File: src/rtl/cmp_pkg.sv
// cmp_pkg: shared opcodes, sizes and slot state type for the compare arbiter
package cmp_pkg;
  localparam int N_REQ = 2;
  localparam int DEF_WIDTH = 32;
  localparam logic [2:0] OP_EQ = 3'd0;
  localparam logic [2:0] OP_NE = 3'd1;
  localparam logic [2:0] OP_LT = 3'd2;
  localparam logic [2:0] OP_GE = 3'd3;
  localparam logic [2:0] OP_LTU = 3'd4;
  localparam logic [2:0] OP_GEU = 3'd5;
  localparam logic [2:0] OP_GTZ = 3'd6;
  localparam logic [2:0] OP_LEZ = 3'd7;
  typedef enum logic {EMPTY, FULL} slot_e;
endpackage

File: src/rtl/cmp_arbiter_if.sv
// cmp_arbiter_if: request/response bundle between the requesters and the arbiter
interface cmp_arbiter_if #(parameter int WIDTH = cmp_pkg::DEF_WIDTH);
  localparam int N = cmp_pkg::N_REQ;
  logic [N-1:0] req_valid;
  logic [N-1:0] req_ready;
  logic [N*WIDTH-1:0] req_a;
  logic [N*WIDTH-1:0] req_b;
  logic [N*3-1:0] req_op;
  logic [N-1:0] rsp_valid;
  logic [N-1:0] rsp_ready;
  logic [N-1:0] rsp_taken;
  modport slave (
    input req_valid, req_a, req_b, req_op, rsp_ready,
    output req_ready, rsp_valid, rsp_taken
  );
  modport master (
    output req_valid, req_a, req_b, req_op, rsp_ready,
    input req_ready, rsp_valid, rsp_taken
  );
endinterface

File: src/rtl/cmp_core.sv
// cmp_core: combinational branch-style comparator, one result bit per opcode
module cmp_core import cmp_pkg::*; #(
  parameter int WIDTH = DEF_WIDTH
) (
  input  logic [WIDTH-1:0] a,
  input  logic [WIDTH-1:0] b,
  input  logic [2:0]       op,
  output logic             taken
);
  logic eq, lt, ltu, gtz;
  assign eq = a == b;
  assign lt = $signed(a) < $signed(b);
  assign ltu = a < b;
  assign gtz = ~a[WIDTH-1] & |a;
  always_comb
    case (op)
      OP_EQ:   taken = eq;
      OP_NE:   taken = ~eq;
      OP_LT:   taken = lt;
      OP_GE:   taken = ~lt;
      OP_LTU:  taken = ltu;
      OP_GEU:  taken = ~ltu;
      OP_GTZ:  taken = gtz;
      default: taken = ~gtz;
    endcase
endmodule

File: src/rtl/cmp_arbiter.sv
// cmp_arbiter: two requesters share one comparator via round-robin grant;
// each requester owns a one-entry response slot with latency-1 results.
module cmp_arbiter import cmp_pkg::*; #(
  parameter int WIDTH = DEF_WIDTH
) (
  input logic          clk,
  input logic          rst_n,
  cmp_arbiter_if.slave bus
);
  slot_e slot_q [N_REQ];
  slot_e slot_d [N_REQ];
  logic [N_REQ-1:0] full, elig, grant, pop, taken_q, taken_d;
  logic ptr_q, ptr_d, sel, result;
  for (genvar i = 0; i < N_REQ; i++) begin : g_slot
    assign full[i] = slot_q[i] == FULL;
    assign elig[i] = bus.req_valid[i] & (~full[i] | bus.rsp_ready[i]);
  end
  assign pop = full & bus.rsp_ready;
  // held in reset, nobody may handshake even though the slots already read empty
  assign grant = !rst_n ? '0 : &elig ? (ptr_q ? 2'b10 : 2'b01) : elig;
  assign sel = grant[1];
  assign ptr_d = |grant ? grant[0] : ptr_q;
  cmp_core #(.WIDTH(WIDTH)) u_core (
    .a(sel ? bus.req_a[WIDTH +: WIDTH] : bus.req_a[0 +: WIDTH]),
    .b(sel ? bus.req_b[WIDTH +: WIDTH] : bus.req_b[0 +: WIDTH]),
    .op(sel ? bus.req_op[3 +: 3] : bus.req_op[0 +: 3]),
    .taken(result)
  );
  always_comb
    for (int k = 0; k < N_REQ; k++) begin
      slot_d[k] = grant[k] ? FULL : pop[k] ? EMPTY : slot_q[k];
      taken_d[k] = grant[k] ? result : pop[k] ? 1'b0 : taken_q[k];
    end
  always_ff @(posedge clk or negedge rst_n)
    if (!rst_n) begin
      slot_q <= '{default: EMPTY};
      taken_q <= '0;
      ptr_q <= 1'b0;
    end else begin
      slot_q <= slot_d;
      taken_q <= taken_d;
      ptr_q <= ptr_d;
    end
  assign bus.req_ready = grant;
  assign bus.rsp_valid = full;
  assign bus.rsp_taken = taken_q;
endmodule

File: src/flat_wrapper.sv
// flat-port wrapper written by rule: the top's interface ports become plain ports
module cmp_arbiter_flat import cmp_pkg::*;
#(
  parameter int WIDTH = DEF_WIDTH
)
  (clk, rst_n, bus_req_valid, bus_req_a, bus_req_b, bus_req_op, bus_rsp_ready, bus_req_ready, bus_rsp_valid, bus_rsp_taken);
  cmp_arbiter_if #(.WIDTH(WIDTH)) bus_i ();
  input logic clk;
  input logic rst_n;
  input wire logic [$bits(bus_i.req_valid)-1:0] bus_req_valid;
  input wire logic [$bits(bus_i.req_a)-1:0] bus_req_a;
  input wire logic [$bits(bus_i.req_b)-1:0] bus_req_b;
  input wire logic [$bits(bus_i.req_op)-1:0] bus_req_op;
  input wire logic [$bits(bus_i.rsp_ready)-1:0] bus_rsp_ready;
  output wire logic [$bits(bus_i.req_ready)-1:0] bus_req_ready;
  output wire logic [$bits(bus_i.rsp_valid)-1:0] bus_rsp_valid;
  output wire logic [$bits(bus_i.rsp_taken)-1:0] bus_rsp_taken;
  assign bus_i.req_valid = bus_req_valid;
  assign bus_i.req_a = bus_req_a;
  assign bus_i.req_b = bus_req_b;
  assign bus_i.req_op = bus_req_op;
  assign bus_i.rsp_ready = bus_rsp_ready;
  assign bus_req_ready = bus_i.req_ready;
  assign bus_rsp_valid = bus_i.rsp_valid;
  assign bus_rsp_taken = bus_i.rsp_taken;
  cmp_arbiter #(.WIDTH(WIDTH)) u_core (.clk(clk), .rst_n(rst_n), .bus(bus_i));
endmodule
File: config.mk
export PLATFORM = sky130hd
export DESIGN_NAME = cmp_arbiter_flat
export DESIGN_NICKNAME = d
export VERILOG_FILES = /design/src/rtl/cmp_pkg.sv /design/src/rtl/cmp_arbiter_if.sv /design/src/rtl/cmp_core.sv /design/src/rtl/cmp_arbiter.sv /design/src/flat_wrapper.sv
export SDC_FILE = /design/constraint.sdc
export NUM_CORES = 1
export LEC_CHECK = 0
export CORE_ASPECT_RATIO = 1.1
export CORE_MARGIN = 4
export CORE_UTILIZATION = 36
export DETAILED_ROUTE_END_ITERATION = 12
export GPL_TIMING_DRIVEN = 0
export PLACE_DENSITY = 0.81
export SLEW_MARGIN = 20
export SYNTH_ARGS = -nofsm -noshare
export SYNTH_HDL_FRONTEND = slang
export SYNTH_SLANG_ARGS = --single-unit
export TNS_END_PERCENT = 100
File: constraint.sdc
create_clock -name clk -period 4.1 [get_ports clk]
set_input_delay 0.82 -clock clk [delete_from_list [all_inputs] [get_ports clk]]
set_output_delay 0.82 -clock clk [all_outputs]
set_load 0.01 [all_outputs]
== Word-level counts from Yosys, hierarchy flattened ==
Cells that the tools add are included.

* Flip-flop bits (word level): 5
* Output and inout port bits: 6
* Logic and storage cells: 46

* $lt $le $gt $ge: 2
* Equal/unequal tests: 7
* Muxes and demuxes: 13
* Bitwise operators: 13
* Reductions and logical operators: 6

{| class="wikitable"
|+ Operator list
! kind !! number
|-
| $lt A32 B32 Y1 || 2
|-
| $mux W32 || 2
|-
| $eq A32 B32 Y1 || 1
|-
| $reduce_or A32 Y1 || 1
|-
| $eq A3 B3 Y1 const B || 3
|-
| $not A1 Y1 || 7
|-
| $pmux W1 S7 || 1
|-
| $eq A3 B2 Y1 const B || 2
|-
| $mux W1 || 6
|-
| $mux W2 || 3
|-
| $reduce_bool A2 Y1 || 2
|-
| $and A1 B1 Y1 || 3
|-
| $eq A3 B1 Y1 const B || 1
|-
| $logic_not A3 Y1 || 1
|-
| $mux W3 || 1
|-
| $and A2 B2 Y2 || 1
|-
| $or A1 B1 Y1 || 2
|-
| $reduce_and A2 Y1 || 1
|-
| $reduce_or A2 Y1 || 1
|}

== Logic depth before layout (Yosys ltp) ==
* Word-level depth: 12
* Depth in mapped cells: 14

== Modules after synthesis ==
A second synthesis with hierarchy kept.

* Cells, all modules: 246
* Area total of the unflattened synthesis: 2153.3 um^2

{| class="wikitable"
|+ Modules (own cells, without submodules)
! module !! times used !! cells an instance !! area each (um^2)
|-
| cmp_arbiter || 1 || 103 || 1146.1
|-
| cmp_core || 1 || 143 || 1007.2
|}

== Least setup slack after synthesis ==
Ideal clock, no wire load.

* Path kind: input -> register
* Start point: in bus_rsp_ready[0]
* End point: reg u_core.taken_q[1] (netlist: u_core.bus.rsp_taken[1])
* Data arrival time: 3.859 ns
* Setup slack: 0.158 ns
* Stages: 13
* Path buffers: 2
* Cells stage by stage: nand2b_1 > a211oi_4 > buf_6 > buf_2 > mux2_2 > ha_1 > nand4_1 > or4_4 > a21o_1 > a311oi_2 > o22ai_1 > and3_1 > o22ai_1

* Word-level cells in the longest chain between the ends: 11
* Elaborated cells between the ends (all ways): 28

{| class="wikitable"
|+ RTL lines
! item !! line !! RTL
|-
| start, declared || flat_wrapper.sv:14 || <nowiki>input wire logic [$bits(bus_i.rsp_ready)-1:0] bus_rsp_ready;</nowiki>
|-
| $or A1 B1 Y1 * || cmp_arbiter.sv:16 || <nowiki>assign elig[i] = bus.req_valid[i] & (~full[i] | bus.rsp_ready[i]);</nowiki>
|-
| $and A1 B1 Y1 * || cmp_arbiter.sv:16 ||
|-
| $reduce_and A2 Y1 * || cmp_arbiter.sv:20 || <nowiki>assign grant = !rst_n ? '0 : &elig ? (ptr_q ? 2'b10 : 2'b01) : elig;</nowiki>
|-
| $mux W2 * (2 in a row) || cmp_arbiter.sv:20 ||
|-
| parallel branches: the longest is 6 deep, another holds $lt A32 B32 Y1 || -- ||
|-
| end signal, assigned || cmp_arbiter.sv:41 || <nowiki>taken_q <= taken_d;</nowiki>
|-
| end, declared || cmp_arbiter.sv:12 || <nowiki>logic [N_REQ-1:0] full, elig, grant, pop, taken_q, taken_d;</nowiki>
|}

Mark *: on every way between the ends.
A chain may end at the register's enable or synchronous reset.

== Final worst setup path ==
* Start point: in bus_req_valid[0]
* End point: reg u_core.taken_q[1] (netlist: u_core.bus.rsp_taken[1])

* Word-level cells in the longest chain between the ends: 10
* Elaborated cells between the ends (all ways): 27

{| class="wikitable"
|+ RTL lines
! item !! line !! RTL
|-
| start, declared || flat_wrapper.sv:10 || <nowiki>input wire logic [$bits(bus_i.req_valid)-1:0] bus_req_valid;</nowiki>
|-
| $and A1 B1 Y1 * || cmp_arbiter.sv:16 ||
|-
| $reduce_and A2 Y1 * || cmp_arbiter.sv:20 ||
|-
| $mux W2 * (2 in a row) || cmp_arbiter.sv:20 ||
|-
| parallel branches: the longest is 6 deep, another holds $lt A32 B32 Y1 || -- ||
|}

Marks and branches as above.

==> flow_metrics.py <==
metrics = {
    "outcome": {
        "outcome": "complete, no violations",
    },
    "clocking": {
        "holdBufCountCts": 0,
        "clockBufferDepth": 2,
        "htreeDepth": 1,
        "cts_made_buffers": 3,
        "clock_sinks": 5,
        "clockRootBuffer": "clkbuf_8",
        "cts.clk_slew.worst_paths_ps": 40,
        "clk_latency_ps": 220,
        "cts_tree": "built",
    },
    "timing": {
        "clock_skew_ps": 2.58,
        "setup-violations-final": 0,
        "rsz0062_at_grt": "no",
        "setup_ws_ps": 139,
        "period_minus_slack_ps": 3960,
        "max_freq_ghz": 0.252,
        "slew_violations": 0,
        "worst_pin_slew_ps": 445,
        "slew_headroom_pct": 70.1,
        "final.period_utilization_pct": 96.6,
        "hold_viol_final": 0,
    },
    "worst_setup_path": {
        "critPathLaunchType": "input port",
        "worstPathArrival_ps": 4060,
        "worstPathMaxFanout": 8,
        "endpoint_kind": "flip-flop",
        "crit_type": "input port to flip-flop",
        "crit_required_ps": 4190,
    },
    "final_layout": {
        "antenna_cells": 0,
        "multi_input_area_mm2": 0.00203,
        "fin_nets": 572,
        "mostFrequentLayoutCells": "139 x clkdlybuf4s50_1, 29 x mux2i_1, 27 x mux2_2",
        "layout_commonest_cell": "clkdlybuf4s50_1",
        "final-seq-area_um2": 125,
        "nFillCells": 419,
        "drive_above_1_share_pct": 21.6,
        "syn_to_final_growth_pct": 92.7,
    },
    "placed_design": {
        "globalplace.congestion": 0.877,
        "portBuffers": 144,
        "dp.final_hpwl_mm": 6.88,
        "place_ws_ps": -912,
    },
    "logic_synthesis": {
        "synth_nets": 409,
        "netlist_area_mm2": 0.00205,
        "synth_seq_area_share_pct": 6.11,
        "yosys_warnings": 0,
        "syn_area_per_cell_um2": 8.64,
        "syn-instance-count": 237,
        "synth_seq_cells": 5,
        "synth_cell_type_count": 41,
    },
    "detailed_routing": {
        "ant_nets": 0,
        "first_iter_violations": 158,
        "first_pass_iters": 6,
        "wirelength_mm": 8.65,
        "drc": 0,
        "vias": 2663,
        "post_drt_wl_per_cell_um": 18.3,
        "via_per_inst": 5.62,
    },
    "flow_run": {
        "max_cap_viol_count": 0,
    },
    "global_route": {
        "grt_max_degree": 11,
        "antenna_found_initial": 0,
        "grt_pass1_wl_mm": 12.9,
        "grt_use_total_pct": 23.4,
        "grt_overflow_total": 0,
        "grt_pass1_vias": 2681,
    },
    "floorplanning": {
        "start_util_pct": 37.5,
        "rows": 28,
        "die_w_um": 79.9,
        "die_y_um": 87.1,
        "die_area_mm2": 0.00696,
        "coreArea_mm2": 0.00547,
        "ios": 146,
    },
    "power_and_ir_drop": {
        "power-per-cell-area_mw_per_mm2": 171,
        "total_leakage_power_nw": 1.49,
        "peakVddDrop_mv": 0.137,
        "finalPower_uw": 675,
    },
    "min_path": {
        "hold_path.class": "input port to async pin",
    },
}
==> layer usage <==
metal  vias to the layer above  global-route usage, %  share of wire [%]
met2                       135                   45.6                 54
met4                         0                   4.45                2.0
met1                      1228                   26.8                 37
li1                       1277                      -                  -
met5                         -                      0                  0
met3                        23                   3.11                7.0
==> power by group <==
group          switching [mW]  internal, mW  leakage (nW)
combinational           0.209         0.306          1.41
sequential            0.00883        0.0610        0.0635
clock                  0.0241        0.0667        0.0228
total                   0.242         0.434          1.49
==> final timing paths <==
path,slack (ps),start,cells after the start,endpoint
worst max register to register,550,u_core.bus.rsp_valid[1]$_DFFE_PN0P_,14,u_core.bus.rsp_taken[1]$_DFFE_PN0P_
worst min register to register,550,u_core.bus.rsp_taken[0]$_DFFE_PN0P_,2,u_core.bus.rsp_taken[0]$_DFFE_PN0P_
max in group asynchronous,3490,rst_n,1,u_core.ptr_q$_DFFE_PN0P_
worst min-delay path,430,rst_n,1,u_core.bus.rsp_valid[0]$_DFFE_PN0P_
min in group clk,550,u_core.bus.rsp_taken[0]$_DFFE_PN0P_,2,u_core.bus.rsp_taken[0]$_DFFE_PN0P_
worst max-delay path,140,bus_req_valid[0],15,u_core.bus.rsp_taken[1]$_DFFE_PN0P_
==> worst max-delay path: stages <==
cell           delay (ps)
dlygate4sd2_1         250
nor2b_4               130
a211oi_4              270
buf_6                 190
buf_8                 140
buf_12                110
mux2_4                310
ha_4                  260
nand4_1               140
or4_4                 460
a21o_1                180
a311oi_2              370
a211o_1               140
and3_1                190
o22ai_2                90
==> Yosys cell counts, drive strengths merged <==
cell type | instances | share of area (%)
mux2 | 33 | 18
mux2i | 33 | 16
ha | 32 | 20
nand2 | 18 | 3.3
nor4 | 17 | 5.5
a21oi | 16 | 3.9
o21ai | 12 | 2.9
nand4 | 11 | 4.1
buf | 9 | 2.4
nor2 | 7 | 1.3
nand3 | 6 | 1.5
dfrtp | 5 | 6.1
a211oi | 4 | 2.1
nor3b | 4 | 1.5
o22ai | 4 | 1.2
nor2b | 3 | 0.92
a211o | 2 | 0.86
and3 | 2 | 0.67
and4 | 2 | 1.0
nand2b | 2 | 0.73
o211ai | 2 | 0.73
xor2 | 2 | 0.86
a21boi | 1 | 0.37
a21o | 1 | 0.37
a221oi | 1 | 0.43
a311oi | 1 | 0.73
a31oi | 1 | 0.31
and2 | 1 | 0.31
nand4b | 1 | 0.43
o21bai | 1 | 0.37
or2 | 1 | 0.31
or2b | 1 | 0.43
or4 | 1 | 0.55
==> cells by family after synthesis <==
| family | synth area share [%] |
|---|---|
| AO/OA/AOI/OAI | 14.3 |
| XOR/XNOR | 0.855 |
| adder cells (fa/ha/maj) | 19.5 |
| buffers and inverters | 2.44 |
| flip-flops | 6.11 |
| multiplexers | 34.3 |
| AND/OR/NAND/NOR | 22.5 |
==> through the flow <==
step / cells / hold slack, ps / area [um^2] / utilization, % / TNS [ps]
2_1_floorplan: 237 / 474 / 2050 / - / 0
3_3_place_gp: 456 / 503 / 3580 / 65.6 / -1790
3_5_place_dp: 456 / 508 / 3580 / 65.6 / -1930
4_1_cts: 473 / 545 / 3880 / 71.0 / 0
5_1_grt: 474 / 441 / 3950 / 72.2 / 0
6_report: 474 / 434 / 3950 / 72.2 / 0
==> layout make-up <==
type | count | area share (%)
plain buffers | 8 | 2.44
multi-input cells | 223 | 51.3
flip-flops and latches | 5 | 3.17
well taps | 75 | 2.38
clock buffers | 4 | 1.14
repair buffers | 159 | 39.5
==> flip-flops by register name, summed over array words and instances (netlist names) <==
name                  cells
u_core.bus.rsp_taken      2
u_core.bus.rsp_valid      2
u_core.ptr_q              1
==> what timing repair did <==
action	4_1_cts	5_1_grt
gates resized for setup	34	13
buffers inserted	13	2
setup endpoints to repair	3	2
pin swaps	8	8
cloned	0	0
No activity file was read; power rests on OpenSTA's default activity.
